<file path="config.mk">
export PLATFORM = sky130hd
export DESIGN_NAME = fifo_burst_drain
export DESIGN_NICKNAME = d
export VERILOG_FILES = /design/src/rtl/fifo_burst_pkg.sv /design/src/rtl/axis_out_reg.sv /design/src/rtl/fifo_burst_drain.sv
export SDC_FILE = /design/constraint.sdc
export NUM_CORES = 1
export LEC_CHECK = 0
export ABC_AREA = 1
export ABC_CLOCK_PERIOD_IN_PS = 1900
export BUFFER_PORTS_ARGS = -buffer_cell sky130_fd_sc_hd__buf_2
export CAP_MARGIN = 5
export CORE_UTILIZATION = 54
export DETAILED_ROUTE_END_ITERATION = 16
export PLACE_DENSITY = 0.8
export SLEW_MARGIN = 10
export SYNTH_ARGS = -nofsm -noshare
export SYNTH_HDL_FRONTEND = slang
export SYNTH_SLANG_ARGS = --single-unit
export TNS_END_PERCENT = 5
</file>
<file path="constraint.sdc">
create_clock -name i_clk -period 1.9 [get_ports i_clk]
set_input_delay 0.38 -clock i_clk [delete_from_list [all_inputs] [get_ports i_clk]]
set_output_delay 0.38 -clock i_clk [all_outputs]
set_load 0.03 [all_outputs]
</file>
<file path="src/rtl/fifo_burst_pkg.sv">
// Shared types and helpers for the FIFO burst drainer.
//   state_e     : drainer FSM state (idle / bursting)
//   burst_beats : beats to move in one burst = min(fill, effective burst length)
package fifo_burst_pkg;

  typedef enum logic {
    StIdle  = 1'b0,
    StBurst = 1'b1
  } state_e;

  // A programmed length of 0 means a full FIFO's worth (2^lgflen beats).
  function automatic int unsigned burst_beats(int unsigned fill, int unsigned burst_len,
                                              int unsigned lgflen);
    int unsigned eff_len;
    eff_len = (burst_len == 0) ? (32'd1 << lgflen) : burst_len;
    return (fill < eff_len) ? fill : eff_len;
  endfunction

endpackage

</file>
<file path="src/rtl/axis_out_reg.sv">
// One-deep registered AXI-stream output stage.
//   clk_i, rst_ni       : clock, asynchronous active-low reset
//   load_i              : capture data_i/last_i and raise valid
//   data_i, last_i      : beat to capture
//   ready_i             : downstream ready; drops valid when accepted with no new load
//   valid_o/data_o/last_o : registered stream outputs
module axis_out_reg #(
  parameter int unsigned Width = 8
) (
  input  logic             clk_i,
  input  logic             rst_ni,
  input  logic             load_i,
  input  logic [Width-1:0] data_i,
  input  logic             last_i,
  input  logic             ready_i,
  output logic             valid_o,
  output logic [Width-1:0] data_o,
  output logic             last_o
);

  logic             valid_q, valid_d;
  logic [Width-1:0] data_q, data_d;
  logic             last_q, last_d;

  always_comb begin
    valid_d = valid_q;
    data_d  = data_q;
    last_d  = last_q;
    if (load_i) begin
      valid_d = 1'b1;
      data_d  = data_i;
      last_d  = last_i;
    end else if (valid_q && ready_i) begin
      // Data and last hold after acceptance; only a new load changes them.
      valid_d = 1'b0;
    end
  end

  always_ff @(posedge clk_i or negedge rst_ni) begin
    if (!rst_ni) begin
      valid_q <= 1'b0;
      data_q  <= '0;
      last_q  <= 1'b0;
    end else begin
      valid_q <= valid_d;
      data_q  <= data_d;
      last_q  <= last_d;
    end
  end

  assign valid_o = valid_q;
  assign data_o  = data_q;
  assign last_o  = last_q;

endmodule

</file>
<file path="src/rtl/fifo_burst_drain.sv">
// Drains a first-word-fall-through FIFO onto an AXI-stream master in bounded bursts.
// A burst starts on the FIFO threshold flag, or after data has waited i_timeout cycles.
//   i_clk, i_reset_n          : clock, asynchronous active-low reset
//   o_rd                      : FIFO read strobe (combinational)
//   i_data, i_empty, i_fill   : FIFO read data, empty flag, occupancy
//   i_int                     : FIFO threshold flag
//   i_burst_len               : max beats per burst (0 = 2^LGFLEN)
//   i_timeout                 : idle cycles before partial flush (0 = disabled)
//   M_AXIS_*                  : registered stream master
//   o_busy                    : high while bursting
module fifo_burst_drain
  import fifo_burst_pkg::*;
#(
  parameter int unsigned BW        = 8,
  parameter int unsigned LGFLEN    = 4,
  parameter int unsigned LGTIMEOUT = 8
) (
  input  logic                 i_clk,
  input  logic                 i_reset_n,
  output logic                 o_rd,
  input  logic [BW-1:0]        i_data,
  input  logic                 i_empty,
  input  logic [LGFLEN:0]      i_fill,
  input  logic                 i_int,
  input  logic [LGFLEN:0]      i_burst_len,
  input  logic [LGTIMEOUT-1:0] i_timeout,
  output logic                 M_AXIS_TVALID,
  input  logic                 M_AXIS_TREADY,
  output logic [BW-1:0]        M_AXIS_TDATA,
  output logic                 M_AXIS_TLAST,
  output logic                 o_busy
);

  localparam int unsigned FW = LGFLEN + 1;

  state_e               state_q, state_d;
  logic [LGTIMEOUT-1:0] idle_cnt_q, idle_cnt_d;
  logic [LGFLEN:0]      remaining_q, remaining_d;

  logic timed_out;
  logic start;
  logic rd;
  logic out_valid;

  assign timed_out = (i_timeout != '0) && (idle_cnt_q >= i_timeout);
  assign start     = (state_q == StIdle) && !i_empty && (i_int || timed_out);

  // Only this block reads the FIFO, so remaining never exceeds fill; the empty
  // term is a safety net, not a wait condition.
  assign rd = (state_q == StBurst) && (remaining_q != '0) && !i_empty
              && (!out_valid || M_AXIS_TREADY);

  always_comb begin
    state_d     = state_q;
    idle_cnt_d  = idle_cnt_q;
    remaining_d = remaining_q;
    unique case (state_q)
      StIdle: begin
        if (start) begin
          remaining_d = FW'(burst_beats(int'(unsigned'(i_fill)), int'(unsigned'(i_burst_len)),
                                        LGFLEN));
          idle_cnt_d  = '0;
          state_d     = StBurst;
        end else if (i_empty) begin
          idle_cnt_d = '0;
        end else if (idle_cnt_q != '1) begin
          idle_cnt_d = idle_cnt_q + LGTIMEOUT'(1);
        end
      end
      StBurst: begin
        if (rd) begin
          remaining_d = remaining_q - FW'(1);
        end
        // Leave on the edge that loads the final beat; it may still be pending downstream.
        if (remaining_d == '0) begin
          state_d = StIdle;
        end
      end
      default: state_d = StIdle;
    endcase
  end

  always_ff @(posedge i_clk or negedge i_reset_n) begin
    if (!i_reset_n) begin
      state_q     <= StIdle;
      idle_cnt_q  <= '0;
      remaining_q <= '0;
    end else begin
      state_q     <= state_d;
      idle_cnt_q  <= idle_cnt_d;
      remaining_q <= remaining_d;
    end
  end

  axis_out_reg #(
    .Width(BW)
  ) u_out (
    .clk_i  (i_clk),
    .rst_ni (i_reset_n),
    .load_i (rd),
    .data_i (i_data),
    .last_i (remaining_q == FW'(1)),
    .ready_i(M_AXIS_TREADY),
    .valid_o(out_valid),
    .data_o (M_AXIS_TDATA),
    .last_o (M_AXIS_TLAST)
  );

  assign o_rd          = rd;
  assign M_AXIS_TVALID = out_valid;
  assign o_busy        = (state_q == StBurst);

endmodule

</file>
; ---- Word level (Yosys, flattened, before mapping)
; Cells that the tools add are included.
[op_classes]
addsub = 2
mul = 0
n_div = 0
order_cmp = 2
eq_ne = 3
shift = 0
mux = 14
n_bitwise = 1
n_reduce_logical = 18
[ops]
columns = operator, count
row1 = $mux 5, 5
row2 = $mux 8, 3
row3 = $logic_not 5->1, 2
row4 = $pmux 5 s2, 1
row5 = $add 8x1->8 const B, 1
row6 = $ge 8x8->1, 1
row7 = $ne 8x8->1 const B, 1
row8 = $reduce_bool 8->1, 1
row9 = $logic_and 1x1->1, 7
row10 = $eq 5x1->1 const B, 1
row11 = $lt 5x5->1, 1
row12 = $reduce_bool 5->1, 1
row13 = $sub 5x1->5 const B, 1
row14 = $mux 1, 4
row15 = $reduce_bool 3->1, 1
row16 = $logic_not 1->1, 2
row17 = $logic_or 1x1->1, 2
row18 = $ne 2x2->1 const B, 1
row19 = $pmux 1 s2, 1
row20 = $reduce_and 2->1, 1
row21 = $reduce_bool 2->1, 1
row22 = $not 1->1, 1
[word_totals]
regBits = 24
latchBits = 0
mem_bits_rw = 0
mem_bits_ro = 0
in_bits = 31
output_inout_bits = 12
wordCells = 46
n_memories = 0

; ---- Longest topological paths before layout
; Gate-level depths: netlist of the first run.
[depth]
word_depth = 9
depth_mapped = 16

; ---- Hierarchy
; A second synthesis of the first run with hierarchy kept.
[hier_totals]
cells_unflattened = 248
hier_area_um2 = 1809.2
[modules_own_cells]
columns = module, n_inst, cells_per_inst, area_per_inst_um2, seq_area_each_um2
row1 = fifo_burst_drain, 1, 206, 1431.4, 350.3
row2 = axis_out_reg, 1, 42, 377.9, 250.2

; ---- Least setup slack after synthesis of the first run
; Ideal clock, no wire load.
[synth_timing]
path_kind = input to register
from = input port i_burst_len[0]
to = register remaining_q[3]
setup_time_ns = 0.122
arrival_ns = 1.709
t_required_ns = 1.778
path_slack_ns = 0.069
stages = 11
path_cell_list = nor3_1 a21oi_1 ha_1 nand2_1 clkinv_1 o21ai_1 nand3_1 o21ai_0 o21ai_1 nand2_1 o21ai_1
[synth_via]
elab_chain_len = 6
[synth_rtl]
columns = item, line_no
row1 = start: declaration, fifo_burst_drain.sv:25  ; input logic [LGFLEN:0] i_burst_len,
row2 = $logic_not 5->1, fifo_burst_pkg.sv:15  ; eff_len = (burst_len == 0) ? (32'd1 << lgflen) : burst_len;
row3 = $mux 5 *, fifo_burst_pkg.sv:15
row4 = $lt 5x5->1, fifo_burst_pkg.sv:16  ; return (fill < eff_len) ? fill : eff_len;
row5 = $mux 5 *, fifo_burst_pkg.sv:16
row6 = $mux 5 *, fifo_burst_drain.sv:59  ; if (start) begin
row7 = $pmux 5 s2 *, fifo_burst_drain.sv:57  ; unique case (state_q)
row8 = end signal: assignment, fifo_burst_drain.sv:91  ; remaining_q <= remaining_d;
row9 = end: declaration, fifo_burst_drain.sv:38  ; logic [LGFLEN:0] remaining_q, remaining_d;
; Mark *: on every way between the ends. The rest lies on a longest branch, timed or not. The select of a mux whose other input is x is not followed.
; A chain may end at the register's enable or synchronous reset.

; ---- Worst setup path in the final report of the first run
[layout_timing]
from = register remaining_q[0]
to = output port o_rd
[layout_via]
elab_chain_len = 4
[layout_rtl]
columns = item, line_no
row1 = $reduce_bool 5->1, fifo_burst_drain.sv:50  ; assign rd = (state_q == StBurst) && (remaining_q != '0) && !i_empty
row2 = $logic_and 1x1->1 (2 in series), fifo_burst_drain.sv:50
row3 = $logic_and 1x1->1, fifo_burst_drain.sv:51  ; && (!out_valid || M_AXIS_TREADY);
row4 = end: declaration, fifo_burst_drain.sv:20  ; output logic o_rd,
; Every way passes these cells.

==> summary.txt, run 1 <==
Power
  • Maximum vdd drop: 0.000684 V
  • Leakage power: 1.27 nW
  • PwrDens: 1210 mW/mm²

GRT
  • First-pass GRT wire length: 6420 µm
  • Largest net degree at the start of global routing: 25
  • Initial antenna violation count: 0
  • Total gr overflow: 0
  • Global Route Usage Sum: 0.236
  • Vias in the first global route: 1629

Worst hold path
  • HP Class: input port to asynchronous set/reset pin

Place
  • Port bufs: 42
  • Routability Congestion: 0.792
  • Post-DP HPWL: 2890 µm
  • Post-placement cell area: 0.00214 mm²

Clock tree
  • Worst skew pair latency: 330 ps
  • CTS Root Cell: clkbuf_4
  • Maximum clock path buffer count: 2
  • # hold bufs at CTS: 0
  • Worst-path clk slew: 140 ps
  • Clk sinks: 24
  • H-tree depth: 1
  • CTS tree: yes
  • Inserted Clock Buffers: 3

STA
  • Tightest Pin Transition: 530 ps
  • Final hold slack: 0.672 ps
  • Fmax: 0.557 GHz
  • Fin. Hold Viols: 0
  • Min Tclk post-route: 1790 ps
  • Final setup fails: 0
  • Final Slew Violations: 0
  • Slew headroom: 0.647
  • Clk_skew: 10.9 ps
  • Fin crit share: 0.944

Route
  • Vias per std cell: 5.02
  • Met2 WL: 1820 µm
  • WL final: 3940 µm
  • Wirelength per Cell: 11.2 µm
  • 1st-iter DRT viols: 71
  • Top routing layer used: met4
  • Met3 WL: 177 µm
  • DR DRC count: 0
  • First drt pass iteration count: 4
  • Vias post-DR: 1771
  • Post-route antenna net violation count: 0
  • Metal-1 WL: 1870 µm

Critical path
  • Max stage delay on crit path: 410 ps
  • WS Path Type: register to output pin
  • Slowest-stage cell, CP: dfrtp_1
  • CP max FO: 11
  • CP Buf/Inv Count: 3
  • Setup crit start kind: register
  • Crit path cell chain: inv_2 -> ha_1 -> nand3_2 -> nand3_4 -> inv_8 -> buf_6
  • WP data arrival: 1410 ps
  • Top delay family on crit path: flip-flops
  • Crit path required time: 1520 ps
  • Worst Setup End Kind: output pin

Synth
  • Top-count cell post-synth: nand2_1
  • EDFF count, synth: 0
  • Syn Area/Cell: 7.35 µm²
  • Post-synth ARST share: 1.00
  • Yosys top cell area share: 0.332
  • Number of synthesized register bits: 24
  • Mapped Cells: 246
  • Synthesized area: 0.00181 mm²
  • Synth area leader: dfrtp_1
  • Post-synth top cells: 84 x nand2_1, 24 x dfrtp_1, 24 x inv_1
  • Distinct cells, synth: 32
  • Post-synthesis sequential area ratio: 0.332
  • Ranking of synthesized cells by area: dfrtp_1 33%, nand2_1 17%, ha_1 11%
  • Number of synthesis warnings: 0
  • Ys flop type: dfrtp_1
  • Total nets after synthesis: 293

Die
  • IO Pins: 43
  • Initial core utilization: 0.578
  • Die Y: 59.9 µm
  • Die ar.: 0.00359 mm²
  • Die W: 59.9 µm
  • Core Box Area: 0.00313 mm²
  • Num rows: 20

Flow run
  • Maxcap violations: 0

Final layout
  • Storage element area: 601 µm²
  • Filler instances: 254
  • Fin nets: 357
  • Multi-input logic area: 0.00109 mm²
  • Number of diodes: 0
  • Design Area, Final: 0.00230 mm²
  • Layout cell share with drive strength beyond 1: 0.304
  • Area growth, synth to finish: 27.2%

Status
  • Status: finished clean
==> logic make-up after synthesis <==
logic type      after synthesis  share of synthesized area
xor+xnor                      6                     0.0290
fa+ha+maj                    16                      0.111
buf+inv                      36                     0.0837
simple gates                132                      0.353
compound gates               32                     0.0920
flops                        24                      0.332
==> path summary, 6_finish.rpt <==
check,startpoint,end,slack (ps),cells after the start
max reg2reg,idle_cnt_q[1],idle_cnt_q[1],110,13
max,remaining_q[0],o_rd,110,6
min reg2reg,u_out.data_o[5],u_out.data_o[5],490,2
max in group asynchronous,i_reset_n,u_out.data_o[7],1530,1
min,i_reset_n,idle_cnt_q[7],0.7,1
min in group i_clk,i_data[5],u_out.data_o[5],230,3
==> layer usage <==
layer	vias up	GRT usage
met3	9	0.0411
met5	-	0
met1	792	0.305
met4	0	0.0864
met2	51	0.394
li1	919	-
==> cells in the final DEF, fill, tap and decap left out, drive strengths merged, types with 6 or more instances in the layout <==
master,synthesis,routed
a21oi,14,14
inv,29,29
buf,2,63
nor2,10,10
o21ai,15,15
ha,16,16
dfrtp,24,24
nand2,89,89
nand3,22,22
xor2,6,6
==> worst register-to-register path, cell delays in order (launching register included) <==
cell and delay (ps):
dfrtp_1 430, ha_1 300, nand2_1 70, nand3_1 80, nand2_1 70, nand2_1 50, nand2_1 50, nand2_1 50
nand2_2 70, nand2_4 60, buf_4 170, a21oi_1 150, nand3_1 100, nand2_1 80
==> report_power, final <==
part,internal (mW),switching [mW]
logic,0.577,1.01
clock network,0.214,0.159
registers,0.699,0.113
==> through the flow <==
| step | utilization | std cells | power (mW) | setup TNS (ps) | setup slack, ps |
|---|---|---|---|---|---|
| after floorplan | - | 246 | 1.92 | 0 | 68.7 |
| after global placement | 0.684 | 340 | 2.25 | -498 | -148 |
| after detailed placement | 0.684 | 340 | 2.29 | -877 | -250 |
| after CTS | 0.702 | 344 | 2.68 | 0 | 5.40 |
| after global routing | 0.736 | 353 | 3.01 | -14.9 | -6.68 |
| final | 0.736 | 353 | 2.77 | 0 | 106 |
==> registers in the layout (all words and copies together) (netlist names) <==
name / flops
idle_cnt_q: 8
u_out.last_o: 1
u_out.valid_o: 1
remaining_q: 5
o_busy: 1
u_out.data_o: 8
==> area by class of cell <==
cell class / instances / area share
flip-flops and latches: 24 / 0.261
repair buffers: 63 / 0.162
clock inverters: 1 / 0.0130
multi-input cells: 186 / 0.473
well taps: 44 / 0.0239
clock buffers: 3 / 0.00978
inverters: 32 / 0.0565
==> timing repair <==
action,in CTS,in global routing
pin swaps,0,1
endpoints found under the setup margin,1,12
cloned,0,0
endpoints found under the hold margin,0,0
resized for setup,2,11
setup buffers,0,9
Power figures use the tool's default switching activity.
==> run 2: changes to the inputs <==
--- a/constraint.sdc
+++ b/constraint.sdc
@@ -3,2 +3,2 @@
 set_output_delay 0.38 -clock i_clk [all_outputs]
-set_load 0.03 [all_outputs]
+set_load 0.02 [all_outputs]
==> summary.txt, run 2 (synthesized netlist as in run 1, its figures left out) <==
Clock tree
  • CTS Root Cell: clkbuf_4
  • H-tree depth: 1
  • Inserted Clock Buffers: 3
  • Maximum clock path buffer count: 2
  • CTS tree: yes
  • Clk sinks: 24
  • Worst-path clk slew: 140 ps
  • Worst skew pair latency: 330 ps

Critical path
  • Setup crit start kind: register
  • WP data arrival: 2060 ps
  • Crit path required time: 2170 ps
  • Crit path cell chain: ha_1 -> nand2_1 -> nand3_1 -> nand2_1 -> nand2_1 -> nand2_1 -> nand2_1 -> nand2_2 -> nand2_4 -> buf_4 -> a21oi_1 -> nand3_1 -> nand2_1
  • Worst Setup End Kind: register
  • Reg2Reg Setup Slack: 110 ps
  • WS Path Type: register to register
  • Max stage delay on crit path: 430 ps
  • Slowest-stage cell, CP: dfrtp_1
  • CP max FO: 9
  • Most used cell, CP: nand2_1

Status
  • Failing checks: negative hold slack
  • Status: finished, violations left

Die
  • Core Box Area: 0.00313 mm²
  • Die ar.: 0.00359 mm²
  • Initial core utilization: 0.578
  • Die W: 59.9 µm
  • IO Pins: 43
  • Num rows: 20
  • Die Y: 59.9 µm

STA
  • Final Slew Violations: 0
  • Fin. Hold Viols: 1
  • Tightest Pin Transition: 532 ps
  • Final setup fails: 0
  • Min Tclk post-route: 1790 ps
  • Clk_skew: 12.7 ps
  • Final hold slack: -1.29 ps
  • Fmax: 0.560 GHz
  • Slew headroom: 0.646
  • Fin crit share: 0.941
  • Setup_tns: 0 ps

Place
  • Post-DP HPWL: 2890 µm
  • Inst Count DP: 340
  • Port bufs: 42
  • Routability Congestion: 0.792

Final layout
  • Number of diodes: 0
  • Fin nets: 354
  • Area growth, synth to finish: 26.0%
  • Finished Core Util: 0.729
  • Filler instances: 258
  • Commonest non-fill, non-tap cells in the layout: 84 x nand2_1, 41 x buf_2, 24 x dfrtp_1
  • Layout cell share with drive strength beyond 1: 0.297
  • Finished Layout Cells: 350
  • Most common cell after layout, fill and taps aside: nand2_1

GRT
  • GR peak layer: met2
  • Routing usage on met1: 0.305
  • M2 GR Usage: 0.394
  • Vias in the first global route: 1629
  • First-pass GRT wire length: 6420 µm
  • Total gr overflow: 0
  • Initial antenna violation count: 0
  • GRT met3 Usage: 0.0411
  • Global Route Usage Sum: 0.236
  • Largest net degree at the start of global routing: 25

Power
  • Sequential share of power: 0.307
  • Maximum vdd drop: 0.000686 V
  • Sw power: 1.19 mW
  • Int Pwr: 1.46 mW
  • Net Sw Frac: 0.448
  • Clk network pwr share: 0.142
  • Leakage power: 1.26 nW
  • Comb power frac: 0.552
  • PwrDens: 1160 mW/mm²

Route
  • WL final: 3920 µm
  • Post-route antenna net violation count: 0
  • Vias post-DR: 1771
  • Vias per std cell: 5.06
  • First drt pass iteration count: 4
  • 1st-iter DRT viols: 76
  • DR DRC count: 0
  • Wirelength per Cell: 11.2 µm

Flow run
  • Maxcap violations: 0

Worst hold path
  • HP Class: input port to asynchronous set/reset pin
run 2: cell count changes in the layout (fill, tap and decap cells not counted):
| cell | delta |
|---|---|
| buf_4 | -3 |
run 2: worst max-delay path: cells and delay by family, from the launching register on:
family          cells  cell delay [ps]
flops               1              430
fa+ha+maj           1              300
compound gates      1              150
simple gates       10              680
buf+inv             1              170
run 2: power by group through the flow:
stage	sequential [mW]	combinational, mW	clock (mW)
2_1_floorplan	0.949	0.878	0
3_3_place_gp	0.816	1.35	0
3_5_place_dp	0.823	1.37	0
4_1_cts	0.812	1.39	0.380
5_1_grt	0.834	1.65	0.395
6_report	0.812	1.46	0.375
run 2: layout make-up:
type                            count  area (µm²)  share of cell area
Clock buffer                        3        22.5             0.00988
Multi-Input combinational cell    186        1090               0.478
Timing Repair Buffer               60         352               0.154
Clock inverter                      1        30.0              0.0132
Tap cell                           44        55.1              0.0241
Inverter                           32         130              0.0571
Sequential cell                    24         601               0.263
run 2: final timing paths:
path | startpoint | to | cells past startpoint
hold reg to reg | u_out.data_o[5] | u_out.data_o[5] | 2
hold / removal | i_reset_n | idle_cnt_q[7] | 1
setup reg to reg | idle_cnt_q[1] | idle_cnt_q[1] | 13
setup / recovery | idle_cnt_q[1] | idle_cnt_q[1] | 13
min in group i_clk | i_data[5] | u_out.data_o[5] | 3
max in group asynchronous | i_reset_n | u_out.data_o[7] | 1
run 2: timing repair:
action                     CTS  global route
pin swaps                    0             1
resized for setup            1            12
hold endpoints to repair     0             0
setup endpoints to repair    1            12
setup buffers                0             6
hold buffers                 0             0
run 2: metal layers:
metal  up-vias  routed length [µm]
met1       812                1870
met2        39                1850
met3         5                 138
li1        915                   -
met4         0                  52
met5         -                   0
run 2: metrics by stage:
| stage | instance area [µm²] | setup WS (ps) | power (mW) |
|---|---|---|---|
| after detailed placement | 2140 | -250 | 2.20 |
| after floorplan | 1810 | 68.8 | 1.83 |
| after CTS | 2190 | 6.28 | 2.58 |
| after global routing | 2280 | -5.92 | 2.88 |
| final | 2280 | 113 | 2.65 |
| after global placement | 2140 | -148 | 2.16 |
